File: src/rtl/param_register_file_pkg.sv
// ===========================================================================
// regfile_pkg: default datapath sizes, register address type, popcount helper. Rev 1.0
// ===========================================================================
`default_nettype none

package regfile_pkg;

  localparam int DEF_DATA_W = 10;
  localparam int DEF_ADDR_W = 3;
  localparam int DEF_NUM_RD = 2;

  // Widest pending vector the popcount helper covers (ADDR_W up to 5).
  localparam int POP_MAX_W = 32;

  typedef logic [DEF_ADDR_W-1:0] reg_addr_t;

  function automatic int popcount(input logic [POP_MAX_W-1:0] v);
    int n;
    n = 0;
    for (int k = 0; k < POP_MAX_W; k++) begin
      n = n + int'(v[k]);
    end
    return n;
  endfunction

endpackage : regfile_pkg

`default_nettype wire

File: src/rtl/param_register_file_if.sv
// ===========================================================================
// param_register_file_if: decode/writeback bus of the register file. Rev 1.0
// ===========================================================================
`default_nettype none

interface param_register_file_if #(
  parameter int DATA_W = 10,
  parameter int ADDR_W = 3,
  parameter int NUM_RD = 2
);

  logic [NUM_RD*ADDR_W-1:0] rd_addr;
  logic [NUM_RD*DATA_W-1:0] rd_data;
  logic [NUM_RD-1:0]        rd_pend;
  logic                     wr_en;
  logic [ADDR_W-1:0]        wr_addr;
  logic [DATA_W-1:0]        wr_data;
  logic                     issue_en;
  logic [ADDR_W-1:0]        issue_addr;
  logic                     stall;
  logic [ADDR_W:0]          pend_count;

  modport master (
    output rd_addr, wr_en, wr_addr, wr_data, issue_en, issue_addr,
    input  rd_data, rd_pend, stall, pend_count
  );

  modport slave (
    input  rd_addr, wr_en, wr_addr, wr_data, issue_en, issue_addr,
    output rd_data, rd_pend, stall, pend_count
  );

endinterface : param_register_file_if

`default_nettype wire

File: src/rtl/param_register_file_scoreboard.sv
// ===========================================================================
// regfile_scoreboard: per-register pending bits and registered pending count. Rev 1.0
// ===========================================================================
`default_nettype none

module regfile_scoreboard
  import regfile_pkg::*;
#(
  parameter int ADDR_W   = DEF_ADDR_W,
  parameter int ZERO_REG = 0
) (
  input  logic                   clk,
  input  logic                   reset,
  input  logic                   i_wr_en,
  input  logic [ADDR_W-1:0]      i_wr_addr,
  input  logic                   i_issue_en,
  input  logic [ADDR_W-1:0]      i_issue_addr,
  output logic [(1<<ADDR_W)-1:0] o_pend,
  output logic [ADDR_W:0]        o_pend_count
);

  localparam int DEPTH = 1 << ADDR_W;
  localparam int CNT_W = ADDR_W + 1;

  logic [DEPTH-1:0]     r_pend;
  logic [CNT_W-1:0]     r_count;
  logic [DEPTH-1:0]     w_next;
  logic [POP_MAX_W-1:0] w_pop_vec;

  // Issue is applied after the clear so a same-edge new producer keeps the bit set.
  always_comb begin
    w_next = r_pend;
    if (i_wr_en) begin
      w_next[i_wr_addr] = 1'b0;
    end
    if (i_issue_en) begin
      w_next[i_issue_addr] = 1'b1;
    end
    if (ZERO_REG != 0) begin
      w_next[0] = 1'b0;
    end
  end

  always_comb begin
    w_pop_vec              = '0;
    w_pop_vec[DEPTH-1:0]   = w_next;
  end

  always_ff @(posedge clk or posedge reset) begin
    if (reset) begin
      r_pend  <= '0;
      r_count <= '0;
    end else begin
      r_pend  <= w_next;
      r_count <= CNT_W'(popcount(w_pop_vec));
    end
  end

  assign o_pend       = r_pend;
  assign o_pend_count = r_count;

endmodule : regfile_scoreboard

`default_nettype wire

File: src/rtl/param_register_file.sv
// ===========================================================================
// param_register_file: DEPTH x DATA_W regfile, NUM_RD async reads, RAW scoreboard.
// Optional write-to-read forwarding under macro REGFILE_BYPASS_EN. Rev 1.0
// ===========================================================================
`default_nettype none

module param_register_file
  import regfile_pkg::*;
#(
  parameter int DATA_W   = DEF_DATA_W,
  parameter int ADDR_W   = DEF_ADDR_W,
  parameter int NUM_RD   = DEF_NUM_RD,
  parameter int ZERO_REG = 0
) (
  input  logic                 clk,
  input  logic                 reset,
  param_register_file_if.slave bus
);

  localparam int DEPTH = 1 << ADDR_W;

  logic [DATA_W-1:0]        r_regs [DEPTH];
  logic [DEPTH-1:0]         w_pend;
  logic [ADDR_W:0]          w_pend_count;
  logic                     w_wr_zero;
  logic [NUM_RD*DATA_W-1:0] w_rd_data;
  logic [NUM_RD-1:0]        w_rd_pend;
  logic [ADDR_W-1:0]        w_addr;
  logic                     w_hit;

  regfile_scoreboard #(
    .ADDR_W   (ADDR_W),
    .ZERO_REG (ZERO_REG)
  ) u_scoreboard (
    .clk          (clk),
    .reset        (reset),
    .i_wr_en      (bus.wr_en),
    .i_wr_addr    (bus.wr_addr),
    .i_issue_en   (bus.issue_en),
    .i_issue_addr (bus.issue_addr),
    .o_pend       (w_pend),
    .o_pend_count (w_pend_count)
  );

  assign w_wr_zero = (ZERO_REG != 0) && (bus.wr_addr == '0);

  always_ff @(posedge clk or posedge reset) begin
    if (reset) begin
      for (int k = 0; k < DEPTH; k++) begin
        r_regs[k] <= '0;
      end
    end else if (bus.wr_en && !w_wr_zero) begin
      r_regs[bus.wr_addr] <= bus.wr_data;
    end
  end

  // Forwarding is suppressed during reset so every read port shows zero.
  always_comb begin
    w_rd_data = '0;
    w_rd_pend = '0;
    w_addr    = '0;
    w_hit     = 1'b0;
    for (int i = 0; i < NUM_RD; i++) begin
      w_addr = bus.rd_addr[i*ADDR_W +: ADDR_W];
`ifdef REGFILE_BYPASS_EN
      w_hit  = !reset && bus.wr_en && (bus.wr_addr == w_addr);
`else
      w_hit  = 1'b0;
`endif
      if (!((ZERO_REG != 0) && (w_addr == '0))) begin
        if (w_hit) begin
          w_rd_data[i*DATA_W +: DATA_W] = bus.wr_data;
          w_rd_pend[i]                  = bus.issue_en && (bus.issue_addr == w_addr);
        end else begin
          w_rd_data[i*DATA_W +: DATA_W] = r_regs[w_addr];
          w_rd_pend[i]                  = w_pend[w_addr];
        end
      end
    end
  end

  assign bus.rd_data    = w_rd_data;
  assign bus.rd_pend    = w_rd_pend;
  assign bus.stall      = |w_rd_pend;
  assign bus.pend_count = w_pend_count;

endmodule : param_register_file

`default_nettype wire

File: src/flat_wrapper.sv
// flat-port wrapper written by rule: the top's interface ports become plain ports
module param_register_file_flat import regfile_pkg::*;
#(
  parameter int DATA_W   = DEF_DATA_W,
  parameter int ADDR_W   = DEF_ADDR_W,
  parameter int NUM_RD   = DEF_NUM_RD,
  parameter int ZERO_REG = 0
)
  (clk, reset, bus_rd_addr, bus_wr_en, bus_wr_addr, bus_wr_data, bus_issue_en, bus_issue_addr, bus_rd_data, bus_rd_pend, bus_stall, bus_pend_count);
  param_register_file_if #(.DATA_W(DATA_W), .ADDR_W(ADDR_W), .NUM_RD(NUM_RD)) bus_i ();
  input  logic clk;
  input  logic reset;
  input wire logic [$bits(bus_i.rd_addr)-1:0] bus_rd_addr;
  input wire logic [$bits(bus_i.wr_en)-1:0] bus_wr_en;
  input wire logic [$bits(bus_i.wr_addr)-1:0] bus_wr_addr;
  input wire logic [$bits(bus_i.wr_data)-1:0] bus_wr_data;
  input wire logic [$bits(bus_i.issue_en)-1:0] bus_issue_en;
  input wire logic [$bits(bus_i.issue_addr)-1:0] bus_issue_addr;
  output wire logic [$bits(bus_i.rd_data)-1:0] bus_rd_data;
  output wire logic [$bits(bus_i.rd_pend)-1:0] bus_rd_pend;
  output wire logic [$bits(bus_i.stall)-1:0] bus_stall;
  output wire logic [$bits(bus_i.pend_count)-1:0] bus_pend_count;
  assign bus_i.rd_addr = bus_rd_addr;
  assign bus_i.wr_en = bus_wr_en;
  assign bus_i.wr_addr = bus_wr_addr;
  assign bus_i.wr_data = bus_wr_data;
  assign bus_i.issue_en = bus_issue_en;
  assign bus_i.issue_addr = bus_issue_addr;
  assign bus_rd_data = bus_i.rd_data;
  assign bus_rd_pend = bus_i.rd_pend;
  assign bus_stall = bus_i.stall;
  assign bus_pend_count = bus_i.pend_count;
  param_register_file #(.DATA_W(DATA_W), .ADDR_W(ADDR_W), .NUM_RD(NUM_RD), .ZERO_REG(ZERO_REG)) u_core (.clk(clk), .reset(reset), .bus(bus_i));
endmodule
File: config.mk
export PLATFORM = sky130hd
export DESIGN_NAME = param_register_file_flat
export DESIGN_NICKNAME = d
export VERILOG_FILES = /design/src/rtl/param_register_file_pkg.sv /design/src/rtl/param_register_file_if.sv /design/src/rtl/param_register_file_scoreboard.sv /design/src/rtl/param_register_file.sv /design/src/flat_wrapper.sv
export SDC_FILE = /design/constraint.sdc
export NUM_CORES = 1
export LEC_CHECK = 0
export CORE_MARGIN = 2
export CORE_UTILIZATION = 45
export DETAILED_ROUTE_END_ITERATION = 16
export HOLD_SLACK_MARGIN = 0.12
export PLACE_DENSITY = 0.77
export SYNTH_ARGS = -nofsm -noshare
export SYNTH_HDL_FRONTEND = slang
export SYNTH_SLANG_ARGS = --single-unit
File: constraint.sdc
create_clock -name clk -period 6.4 [get_ports clk]
set_clock_uncertainty 0.1 [all_clocks]
set_input_delay 1.28 -clock clk [delete_from_list [all_inputs] [get_ports clk]]
set_output_delay 1.28 -clock clk [all_outputs]
set_load 0.005 [all_outputs]
==> results of run 1 <==
-- placed cells by master (no fill, tap or decap) --
cell,netlist,routed
clkinv_4,0,3
clkinv_2,0,2
nand4b_1,3,3
xnor2_1,1,1
clkbuf_8,0,10
nor2b_1,4,4
clkinvlp_4,0,1
nand3_1,1,1
dfrtp_1,92,92
mux4_2,44,44
clkdlybuf4s50_1,0,52
o32ai_1,1,1
or2_1,1,1
o21a_1,2,2
nor2_1,2,2
inv_1,13,12
mux2_2,102,102
fa_1,4,4
buf_4,1,14
inv_6,0,1
nor3_1,1,1
ha_1,3,3
nand2_1,4,4
a22o_1,2,2
nor3b_2,0,2
nand2b_1,2,2
a21oi_1,1,1
nand4_1,1,1
a22oi_1,2,2
a32oi_1,3,3
buf_12,0,1
o21ai_0,2,2
and3_1,1,1
-- state kept, by name, summed over array words and instances, names as in the netlist --
signal                            flops
u_core.u_scoreboard.o_pend            8
u_core.r_regs                        80
u_core.u_scoreboard.o_pend_count      4
-- power by group through the flow --
stage | logic (W) | registers [W] | clock network [W]
after global routing | 0.000655 | 0.000828 | 0.000398
after floorplan | 0.000392 | 0.000788 | 0
after detailed placement | 0.000595 | 0.000818 | 0
after global placement | 0.000580 | 0.000807 | 0
final | 0.000588 | 0.000812 | 0.000364
after CTS | 0.000600 | 0.000808 | 0.000376
-- cells by family (layout without fill, tap and decap cells) --
family / after synthesis / count (layout)
fa+ha+maj: 7 / 7
compound gates: 13 / 13
buf+inv: 31 / 96
mux: 146 / 146
flops: 92 / 92
xor+xnor: 1 / 1
simple gates: 22 / 22
-- metal layers --
| layer | part of all wire [%] | GRT usage (%) | vias to the layer above |
|---|---|---|---|
| li1 | - | - | 1320 |
| met1 | 42 | 25.58 | 1620 |
| met2 | 53 | 33.93 | 58 |
| met3 | 4.6 | 3.646 | 7 |
| met4 | 0.90 | 5.769 | 0 |
| met5 | 0 | 0 | - |
-- cell type report --
cell class,instances,area [um^2]
timing repair buffer,67,645.6
clock buffer,10,137.6
sequential,92,2302
multi-input combinational,189,2504
clock inverter,6,47.55
tap,140,175.2
fill,889,4883
inverter,13,50.05
-- path summary, 6_finish.rpt --
check	end	slack, ns	depth (start not counted)
hold reg to reg	u_core.r_regs[29]	0.43	1
hold / removal	u_core.r_regs[29]	0.43	1
min in group asynchronous	u_core.u_scoreboard.o_pend[7]	1.04	2
setup reg to reg	u_core.u_scoreboard.o_pend_count[2]	3.33	9
setup / recovery	bus_rd_data[2]	1.20	5
max in group asynchronous	u_core.r_regs[41]	3.89	3
-- metrics by stage --
| stage | area, um^2 | worst slack (ns) | power [W] |
|---|---|---|---|
| after floorplan | 4933 | 2.151 | 0.001180 |
| after global placement | 5677 | 1.206 | 0.001387 |
| after detailed placement | 5677 | 1.168 | 0.001414 |
| after CTS | 5862 | 1.162 | 0.001784 |
| after global routing | 5862 | 1.060 | 0.001880 |
| final | 5862 | 1.199 | 0.001764 |
==> key figures, run 1 <==
Logic synthesis
  • Synth cell count leaders: mux2_2, dfrtp_1, mux4_2, buf_2, inv_1
  • Yosys warns: 0
  • Async S/R FF share, synth: between 90% and 100%
  • Sequential share of the synthesized area: 46.66%
  • Xor-xnor portion of the synthesized cell area: 0.1775%
  • Distinct cells, synth: 28
  • Mapped Area: 4933 um^2
  • Synthesized flop and latch total: 92
  • Top cells by area, synth: dfrtp_1, mux2_2, mux4_2
  • Simple-gate share of the synthesized area: 2.638%
  • Top FF cell, synth: dfrtp_1
  • Net Count, Synth: 345
  • Count leader, synth: mux2_2
  • Synth top area share: 46.66%
  • EDFF count, synth: 0
  • Adder-Cell Fraction of Synth Area: ~2.4%
  • Largest family of logic cells by synthesized area: multiplexers
  • Synthesized area per cell: around 16 um^2
  • Mux cell area share after synthesis: 43.37%
  • Post-synth top area cell: dfrtp_1
  • Post-Syn Instances: ~310
  • Compound-Gate Fraction of Synth Area: 1.978%

Routing
  • Total wire length: 10,830 um
  • Drt wl/cell: 20.94 um
  • # DRC: 0
  • DRT iter0 DRCs: 95
  • Post-DRT Antenna Nets: 0
  • Via Count: 3,005
  • Drt pass-1 iters: 4
  • Routed vias/inst: between 5 and 6

Clock tree
  • Number of H-tree levels: 3
  • CTS Hold Bufs: 0
  • CTS Root Cell: clkbuf_8
  • Inserted Clock Buffers: 9
  • Post-cts gate resize count: 0
  • Clock sink total: 92
  • CTS Buffer Depth: 2
  • CTS tree: done
  • Postcts setup bufs: 0
  • Clk Latency, worst-skew pair: between 0.3 and 0.4 ns
  • Clk pin slew, worst setup/hold paths: around 0.090 ns

Die
  • Die height: 108.7 um
  • Std-Cell Rows: 38
  • Die ar.: 11,820 um^2
  • Starting density of the core: roughly 46%
  • Ports: 53
  • Core Area: about 11,000 um^2
  • Horiz. Die Dim: 108.7 um

Critical path
  • Crit-path max FO: 11
  • Top cell family by delay on the critical path: buffers and inverters
  • Buf+Inv Stages, Crit Path: 3
  • CP max stage delay: between 0.9 and 1 ns
  • Cell Chain, Critical Path: clkdlybuf4s50_1, buf_4, mux4_2, mux2_2, clkdlybuf4s50_1
  • Worst setup startpoint: bus_rd_addr[0]
  • Critical Path AT: 3.82 ns
  • CP endpoint kind: primary output
  • Worst path most repeated cell: clkdlybuf4s50_1
  • Worst r2r src: u_core.u_scoreboard.o_pend[3]
  • Worst EP required: 5.02 ns
  • Setup CP Type: input port to primary output
  • Slowest cell on crit path: clkdlybuf4s50_1
  • CP startpoint kind: input port

Global routing
  • Total gr overflow: 0
  • First-pass GRT wire length: 17,060 um
  • Gr usage total: 19.70%
  • Vias in the first global route: 3,164
  • Largest net degree at the start of global routing: 83
  • Initial antenna violation count: 0

Place
  • HPWL Detailed: 7186 um
  • I/O Buffers: 52
  • DP Cell Count: ~500
  • Gpl congestion: about 0.84

Pwr
  • Net Sw Power: ~0.0005 W
  • LEAKAGE: 2.377 nW
  • Switching share of power: approximately 29%
  • Sequential share of power: roughly 46%
  • P per Cell Area: approximately 300 nW/um^2
  • Pint: 0.001259 W
  • Clk pwr share: 20.6%
  • Combinational Power Share: 33.3%
  • Max IR drop VDD: between 0.15 and 0.2 mV

STA
  • Slew @ Worst Pin: 1.034 ns
  • Max_slew headroom: between 30% and 40%
  • Slew Limit Fails: 0
  • Final Critical Period: 5.201 ns
  • Hold slack: ~0.43 ns
  • Final setup vio count: 0
  • Setup TNS: 0 ns
  • RSZ-0062 raised after global routing: no
  • Max Freq: slightly below 0.2 GHz
  • Final Hold Fails: 0
  • Post-route clock period utilization: 81.27%

Finish
  • Core Util, Final: a little over half
  • Share of cells above drive strength 1: 47.75%
  • Nets@finish: approximately 400
  • Number of diodes: 0
  • Post-Layout Cell Count: a little over 500
  • Area delta synth->final: 18.82%

Run status
  • Outcome: finished, final reports clean

Min path
  • Hold Startpoint: u_core.r_regs[29]
  • Hold Crit Class: flop to flop

Flow run
  • Max cap viols: 0
No activity file was read; power rests on OpenSTA's default activity.
==> run 2, diff against run 1 <==
--- a/config.mk
+++ b/config.mk
@@ -9,7 +9,7 @@
 export CORE_UTILIZATION = 45
 export DETAILED_ROUTE_END_ITERATION = 16
 export HOLD_SLACK_MARGIN = 0.12
-export PLACE_DENSITY = 0.77
+export PLACE_DENSITY = 0.79
 export SYNTH_ARGS = -nofsm -noshare
 export SYNTH_HDL_FRONTEND = slang
 export SYNTH_SLANG_ARGS = --single-unit
==> constraint.sdc (replaced) <==
create_clock -name clk -period 4.57 [get_ports clk]
set_clock_uncertainty 0.1 [all_clocks]
set_input_delay 0.914 -clock clk [delete_from_list [all_inputs] [get_ports clk]]
set_output_delay 0.914 -clock clk [all_outputs]
set_load 0.005 [all_outputs]
==> run 2 against run 1 <==
Compared with the run above: largest cell class unchanged; cell count up 1.7%; critical path depth unchanged; first-iteration DRC count up 53%; die area unchanged; clock power up 48%; hold slack worse by 0.0039 ns; power up 42%; register-to-register slack worse by 1.9 ns; critical endpoint is now bus_rd_data[0]; sequential share of layout area down 0.44 points; sequential power up 39%.
==> key figures, run 2 (synthesis results as in run 1) <==
Run status
  • Outcome: finished, final reports clean (unchanged)

Clock tree
  • Inserted Clock Buffers: 9 (unchanged)
  • CTS tree: done (unchanged)
  • Post-cts gate resize count: 0 (unchanged)
  • Clk pin slew, worst setup/hold paths: 0.09 ns (about the same)
  • Number of H-tree levels: 3 (unchanged)
  • CTS Hold Bufs: 0 (unchanged)
  • Postcts setup bufs: 0 (unchanged)
  • CTS Root Cell: clkbuf_8 (unchanged)
  • Clk Latency, worst-skew pair: 0.35 ns (was 0.36 ns)
  • CTS Buffer Depth: 2 (unchanged)
  • Clock sink total: 92 (unchanged)

Pwr
  • Clk pwr share: 21.4% (was 20.6%)
  • Pint: 0.001799 W (was 0.001259 W)
  • Sequential share of power: 45.1% (was 46.0%)
  • Net Sw Power: 0.0007100 W (was 0.0005051 W)
  • Switching share of power: 28.29% (was 28.63%)
  • Max IR drop VDD: 0.2099 mV (was 0.1569 mV)
  • P per Cell Area: 423.3 nW/um^2 (was 301.0 nW/um^2)
  • Combinational Power Share: 33.5% (was 33.3%)
  • LEAKAGE: 2.413 nW (was 2.377 nW)

Routing
  • Drt pass-1 iters: 4 (unchanged)
  • Drt wl/cell: 21.00 um (was 20.94 um)
  • # DRC: 0 (unchanged)
  • Post-DRT Antenna Nets: 0 (unchanged)
  • DRT iter0 DRCs: 145 (was 95)
  • Via Count: 3,026 (was 3,005)
  • Total wire length: 11,050 um (was 10,830 um)
  • Routed vias/inst: 5.753 (was 5.812)

Critical path
  • CP startpoint kind: input port (unchanged)
  • R2R Path End: u_core.u_scoreboard.o_pend_count[1] (was u_core.u_scoreboard.o_pend_count[2])
  • Critical Path AT: 3.16 ns (was 3.82 ns)
  • Crit-path max FO: 16 (was 11)
  • Setup CP Type: input port to primary output (unchanged)
  • Reg2reg path depth: 9 (unchanged)
  • Worst EP required: 3.56 ns (was 5.02 ns)
  • CP endpoint kind: primary output (unchanged)
  • Worst r2r src: u_core.u_scoreboard.o_pend[3] (unchanged)
  • Reg2reg setup slack: 1.44 ns (was 3.33 ns)

Finish
  • Number of diodes: 0 (unchanged)
  • Area delta synth->final: 20.16% (was 18.82%)
  • Share of cells above drive strength 1: 48.96% (was 47.75%)
  • Sequential Area: 2302 um^2 (unchanged)
  • Nets@finish: 414 (was 405)
  • Post-Layout Cell Count: 526 (was 517)
  • Max reg flops: 80 (unchanged)
  • Commonest non-fill, non-tap cells in the layout: mux2_2, dfrtp_1, clkdlybuf4s50_1, mux4_2, buf_4 (unchanged)
  • Commonest non-fill, non-tap cell in the layout: mux2_2 (unchanged)
  • Biggest register: u_core.r_regs (unchanged)
  • Fillcell total: 893 (was 889)
  • Post-route cell area: 5928 um^2 (was 5862 um^2)
  • Multi-input gate area: 2504 um^2 (unchanged)

Global routing
  • First-pass GRT wire length: 17,790 um (was 17,060 um)
  • Vias in the first global route: 3,354 (was 3,164)
  • Initial antenna violation count: 0 (unchanged)
  • Total gr overflow: 0 (unchanged)
  • Gr usage total: 20.45% (was 19.70%)
  • Largest net degree at the start of global routing: 45 (was 83)

Place
  • I/O Buffers: 52 (unchanged)
  • Gpl congestion: 0.8845 (was 0.8391)
  • Post-DP Area: 5732 um^2 (was 5677 um^2)
  • Setup slack at placement: 0.1272 ns (was 1.168 ns)
  • DP Cell Count: 510 (was 501)
  • HPWL Detailed: 7631 um (was 7186 um)

STA
  • Hold slack: 0.4299 ns (was 0.4339 ns)
  • RSZ-0062 raised after global routing: no (unchanged)
  • Final worst slack: 0.3973 ns (was 1.199 ns)
  • Slew @ Worst Pin: 0.7126 ns (was 1.034 ns)
  • Setup TNS: 0 ns (unchanged)
  • Final Hold Fails: 0 (unchanged)
  • Final Critical Period: 4.173 ns
  • Slew Limit Fails: 0 (unchanged)
  • Max Freq: 0.2397 GHz
  • Final setup vio count: 0 (unchanged)
  • Max_slew headroom: 52.13% (was 31.09%)
  • Post-route clock period utilization: just over 90%

Min path
  • WHS Endpoint: u_core.r_regs[16] (was u_core.r_regs[29])
  • Hold depth: 1 (unchanged)
  • Hold Crit Class: flop to flop (unchanged)
  • Hold Startpoint: u_core.r_regs[16] (was u_core.r_regs[29])

Die
  • Die height: 108.7 um (unchanged)
  • Starting density of the core: 45.91% (unchanged)
  • Ports: 53 (unchanged)
  • Die ar.: 11,820 um^2 (unchanged)
  • Horiz. Die Dim: 108.7 um (unchanged)
  • Core Area: 10,750 um^2 (unchanged)
  • Std-Cell Rows: 38 (unchanged)

Flow run
  • Max cap viols: 0 (unchanged)
-- run 2: cell count changes in the layout (fill, tap and decap cells not counted), sizes merged --
cell and change:
clkbuf +2, buf +9, clkinv -4, clkinvlp +2
-- run 2: worst max-delay path, stage by stage --
cell and delay (ns):
clkdlybuf4s50_1 0.58, buf_4 0.36, mux4_2 0.56, mux2_2 0.28, clkdlybuf4s50_1 0.45
-- run 2: how the worst max path moves through the flow --
stage	startpoint	to	slack (ns)	cells after the start
3_3_place_gp	bus_wr_addr[0]	u_core.u_scoreboard.o_pend_count[1]	0.20	12
4_1_cts	bus_rd_addr[0]	bus_rd_data[7]	0.37	5
5_1_grt	bus_rd_addr[0]	bus_rd_data[0]	0.29	5
3_5_place_dp	bus_wr_addr[0]	u_core.u_scoreboard.o_pend_count[1]	0.13	12
2_1_floorplan	bus_wr_addr[0]	u_core.u_scoreboard.o_pend_count[2]	0.69	12
6_report	bus_rd_addr[0]	bus_rd_data[0]	0.40	5
-- run 2: power groups by stage --
stage          Combinational (W)  Sequential, W  Clock, W
3_3_place_gp            0.000825        0.00112         0
4_1_cts                 0.000854        0.00113  0.000545
2_1_floorplan           0.000549        0.00110         0
6_report                0.000840        0.00113  0.000538
5_1_grt                 0.000925        0.00115  0.000584
3_5_place_dp            0.000850        0.00114         0
-- run 2: stage by stage --
stage               total power [W]  util [%]
floorplan                  0.001652         -
global placement           0.001949     53.34
detailed placement         0.001995     53.34
CTS                        0.002528     55.17
global route               0.002662     55.17
finish                     0.002509     55.17
-- run 2: metal layers --
metal  vias up  track usage (%)  part of all wire, %
li1       1337                -                    -
met1      1598            26.66                   43
met2        73            35.45                   51
met3        18            3.048                  3.5
met4         0            6.502                  2.0
met5         -                0                    0
-- run 2: area by class of cell --
class	instances	share of cell area (%)
sequential	92	38.83
inverter	13	0.8442
clock buffer	12	2.786
timing repair buffer	76	11.82
multi-input combinational	189	42.23
tap	140	2.955
clock inverter	4	0.5276
==> run 3, diff against run 2 <==
==> constraint.sdc (replaced) <==
create_clock -name clk -period 3.35 [get_ports clk]
set_clock_uncertainty 0.1 [all_clocks]
set_input_delay 0.67 -clock clk [delete_from_list [all_inputs] [get_ports clk]]
set_output_delay 0.67 -clock clk [all_outputs]
set_load 0.005 [all_outputs]
==> run 3 against run 2 <==
Compared with the run above: the flow now finishes with violations (setup timing); power increased by 45%; combinational power increased by 54%; sequential power increased by 37%; worst setup slack got worse by 0.45 ns; cell count increased by 5.1%; final area increased by 7.1%; critical path type is now input port to flop; critical endpoint is now u_core.u_scoreboard.o_pend_count[1]; largest power group unchanged.
==> key figures, run 3 (synthesis results as in run 1) <==
Critical path
  • Critical Path AT: 3.56 ns (was 3.16 ns)
  • Slowest cell on crit path: fa_1 (was clkdlybuf4s50_1)
  • Worst path most repeated cell: fa_1 (was clkdlybuf4s50_1)
  • CP endpoint kind: flop (was primary output)
  • Setup CP Type: input port to flop (was input port to primary output)
  • Top cell family by delay on the critical path: adder cells (was buffers and inverters)
  • Buf+Inv Stages, Crit Path: 4 (was 3)
  • CP startpoint kind: input port (unchanged)
  • Crit-path max FO: 3 (was 16)
  • Cell Chain, Critical Path: dlygate4sd2_1, nor2b_4, a32oi_4, fa_1, fa_1, fa_1, inv_2, ha_4, inv_2, fa_2, inv_1 (was clkdlybuf4s50_1, buf_4, mux4_2, mux2_2, clkdlybuf4s50_1)
  • CP max stage delay: 0.57 ns (was 0.58 ns)
  • Worst EP required: 3.51 ns (was 3.56 ns)

Clock tree
  • CTS Buffer Depth: 2 (unchanged)
  • CTS Hold Bufs: 0 (unchanged)
  • Inserted Clock Buffers: 9 (unchanged)
  • Number of H-tree levels: 3 (unchanged)
  • Clock sink total: 92 (unchanged)
  • CTS tree: done (unchanged)
  • Clk Latency, worst-skew pair: 0.35 ns (about the same)
  • Clk pin slew, worst setup/hold paths: 0.09 ns (about the same)
  • CTS Root Cell: clkbuf_8 (unchanged)

Finish
  • Sequential Area: 2302 um^2 (unchanged)
  • Max reg flops: 80 (unchanged)
  • Commonest non-fill, non-tap cells in the layout: mux2_2, dfrtp_1, mux4_2, buf_4, clkdlybuf4s50_1 (was mux2_2, dfrtp_1, clkdlybuf4s50_1, mux4_2, buf_4)
  • Share of cells above drive strength 1: 56.42% (was 48.96%)
  • Multi-input gate area: 2592 um^2 (was 2504 um^2)
  • Commonest non-fill, non-tap cell in the layout: mux2_2 (unchanged)
  • Post-route cell area: 6351 um^2 (was 5928 um^2)
  • Area delta synth->final: 28.73% (was 20.16%)
  • Biggest register: u_core.r_regs (unchanged)
  • Fillcell total: 830 (was 893)
  • Nets@finish: 441 (was 414)
  • Number of diodes: 0 (unchanged)
  • Core Util, Final: 59.11% (was 55.17%)

Die
  • Core Area: 10,750 um^2 (unchanged)
  • Std-Cell Rows: 38 (unchanged)
  • Die height: 108.7 um (unchanged)
  • Horiz. Die Dim: 108.7 um (unchanged)
  • Ports: 53 (unchanged)
  • Die ar.: 11,820 um^2 (unchanged)
  • Starting density of the core: 45.91% (unchanged)

Routing
  • Drt wl/cell: 20.93 um (was 21.00 um)
  • # DRC: 0 (unchanged)
  • DRT iter0 DRCs: 152 (was 145)
  • Routed vias/inst: 5.740 (was 5.753)
  • Total wire length: 11,580 um (was 11,050 um)
  • Drt pass-1 iters: 4 (unchanged)
  • Post-DRT Antenna Nets: 0 (unchanged)
  • Via Count: 3,174 (was 3,026)

Run status
  • Failing checks: setup timing
  • Outcome: finished with violations (was finished, final reports clean)

Place
  • Post-DP Area: 5949 um^2 (was 5732 um^2)
  • Gpl congestion: 0.8155 (was 0.8845)
  • Setup slack at placement: -0.7352 ns (was 0.1272 ns)
  • HPWL Detailed: 7430 um (was 7631 um)
  • I/O Buffers: 52 (unchanged)

STA
  • Final worst slack: -0.04772 ns (was 0.3973 ns)
  • RSZ-0062 raised after global routing: yes (was no)
  • Max Freq: just under 0.3 GHz
  • Final Critical Period: about 3.4 ns
  • Final setup vio count: 1 (was 0)
  • Post-route clock period utilization: 101.4%
  • Final Hold Fails: 0 (unchanged)
  • Slew Limit Fails: 0 (unchanged)
  • Slew @ Worst Pin: 0.6131 ns (was 0.7126 ns)
  • Max_slew headroom: 59.00% (was 52.13%)

Global routing
  • Initial antenna violation count: 0 (unchanged)
  • Gr usage total: 21.08% (was 20.45%)
  • Vias in the first global route: 3,374 (was 3,354)
  • Total gr overflow: 0 (unchanged)
  • First-pass GRT wire length: 18,370 um (was 17,790 um)
  • Largest net degree at the start of global routing: 93 (was 45)

Min path
  • Hold Crit Class: flop to flop (unchanged)

Pwr
  • Max IR drop VDD: 0.2965 mV (was 0.2099 mV)
  • Clk pwr share: 22.3% (was 21.4%)
  • Combinational Power Share: 35.4% (was 33.5%)
  • P per Cell Area: 574.6 nW/um^2 (was 423.3 nW/um^2)
  • Pint: 0.002633 W (was 0.001799 W)
  • Tot Pwr: 0.003649 W (was 0.002509 W)
  • Switching share of power: 27.84% (was 28.29%)
  • LEAKAGE: 2.659 nW (was 2.413 nW)
  • Sequential share of power: 42.3% (was 45.1%)
  • Net Sw Power: 0.001016 W (was 0.0007100 W)

Flow run
  • Max cap viols: 0 (unchanged)
run 3: changes by cell type in the layout (fill, tap and decap cells not counted), sizes merged, moves of 3 or more:
cell,before,now
buf,24,53
clkdlybuf4s50,52,40
clkinv,1,4
clkinvlp,3,0
dlygate4sd2,0,6
run 3: worst paths after layout:
path,from,endpoint,slack (ns),depth (start not counted)
max,bus_issue_addr[2],u_core.u_scoreboard.o_pend_count[1],-0.05,11
min,u_core.r_regs[0],u_core.r_regs[0],0.43,1
max reg2reg,u_core.u_scoreboard.o_pend[1],u_core.u_scoreboard.o_pend_count[1],0.26,9
min reg2reg,u_core.r_regs[0],u_core.r_regs[0],0.43,1
max in group asynchronous,reset,u_core.r_regs[0],2.13,3
min in group asynchronous,reset,u_core.u_scoreboard.o_pend[0],0.65,3
run 3: layout make-up:
type	count	share of cell area, %
clock buffers	10	2.009
clock inverters	6	1.379
inverters	13	0.7880
multi-input cells	189	40.82
flip-flops and latches	92	36.25
well taps	140	2.758
repair buffers	103	16.00
run 3: power by group through the flow:
stage / Sequential (W) / Clock, W / Combinational, W
final: 0.00155 / 0.000814 / 0.00129
after detailed placement: 0.00156 / 0 / 0.00118
after global routing: 0.00158 / 0.000883 / 0.00141
after global placement: 0.00154 / 0 / 0.00115
after CTS: 0.00154 / 0.000830 / 0.00123
after floorplan: 0.00151 / 0 / 0.000754
run 3: what timing repair did:
| item | 4_1_cts | 5_1_grt |
|---|---|---|
| buffers inserted | 6 | 3 |
| gates cloned | 2 | 0 |
| gates resized for setup | 38 | 8 |
| setup endpoints to repair | 25 | 8 |
| hold endpoints to repair | 0 | 0 |
| pin swaps | 7 | 5 |
run 3: stage by stage:
step,instances,hold WS (ns),TNS (ns)
after detailed placement,526,0.4084,-6.231
after global placement,526,0.3998,-5.732
final,553,0.4264,-0.04772
after CTS,550,0.4280,-0.1920
after global routing,553,0.4312,-0.1667
after floorplan,312,0.3811,-0.3626
run 3: routing by layer:
layer / GRT usage (%) / wire (um) / vias up
li1: - / - / 1395
met1: 29.19 / 5118 / 1714
met2: 34.60 / 5975 / 56
met3: 3.347 / 350 / 9
met4: 6.227 / 129 / 0
met5: 0 / 0 / -
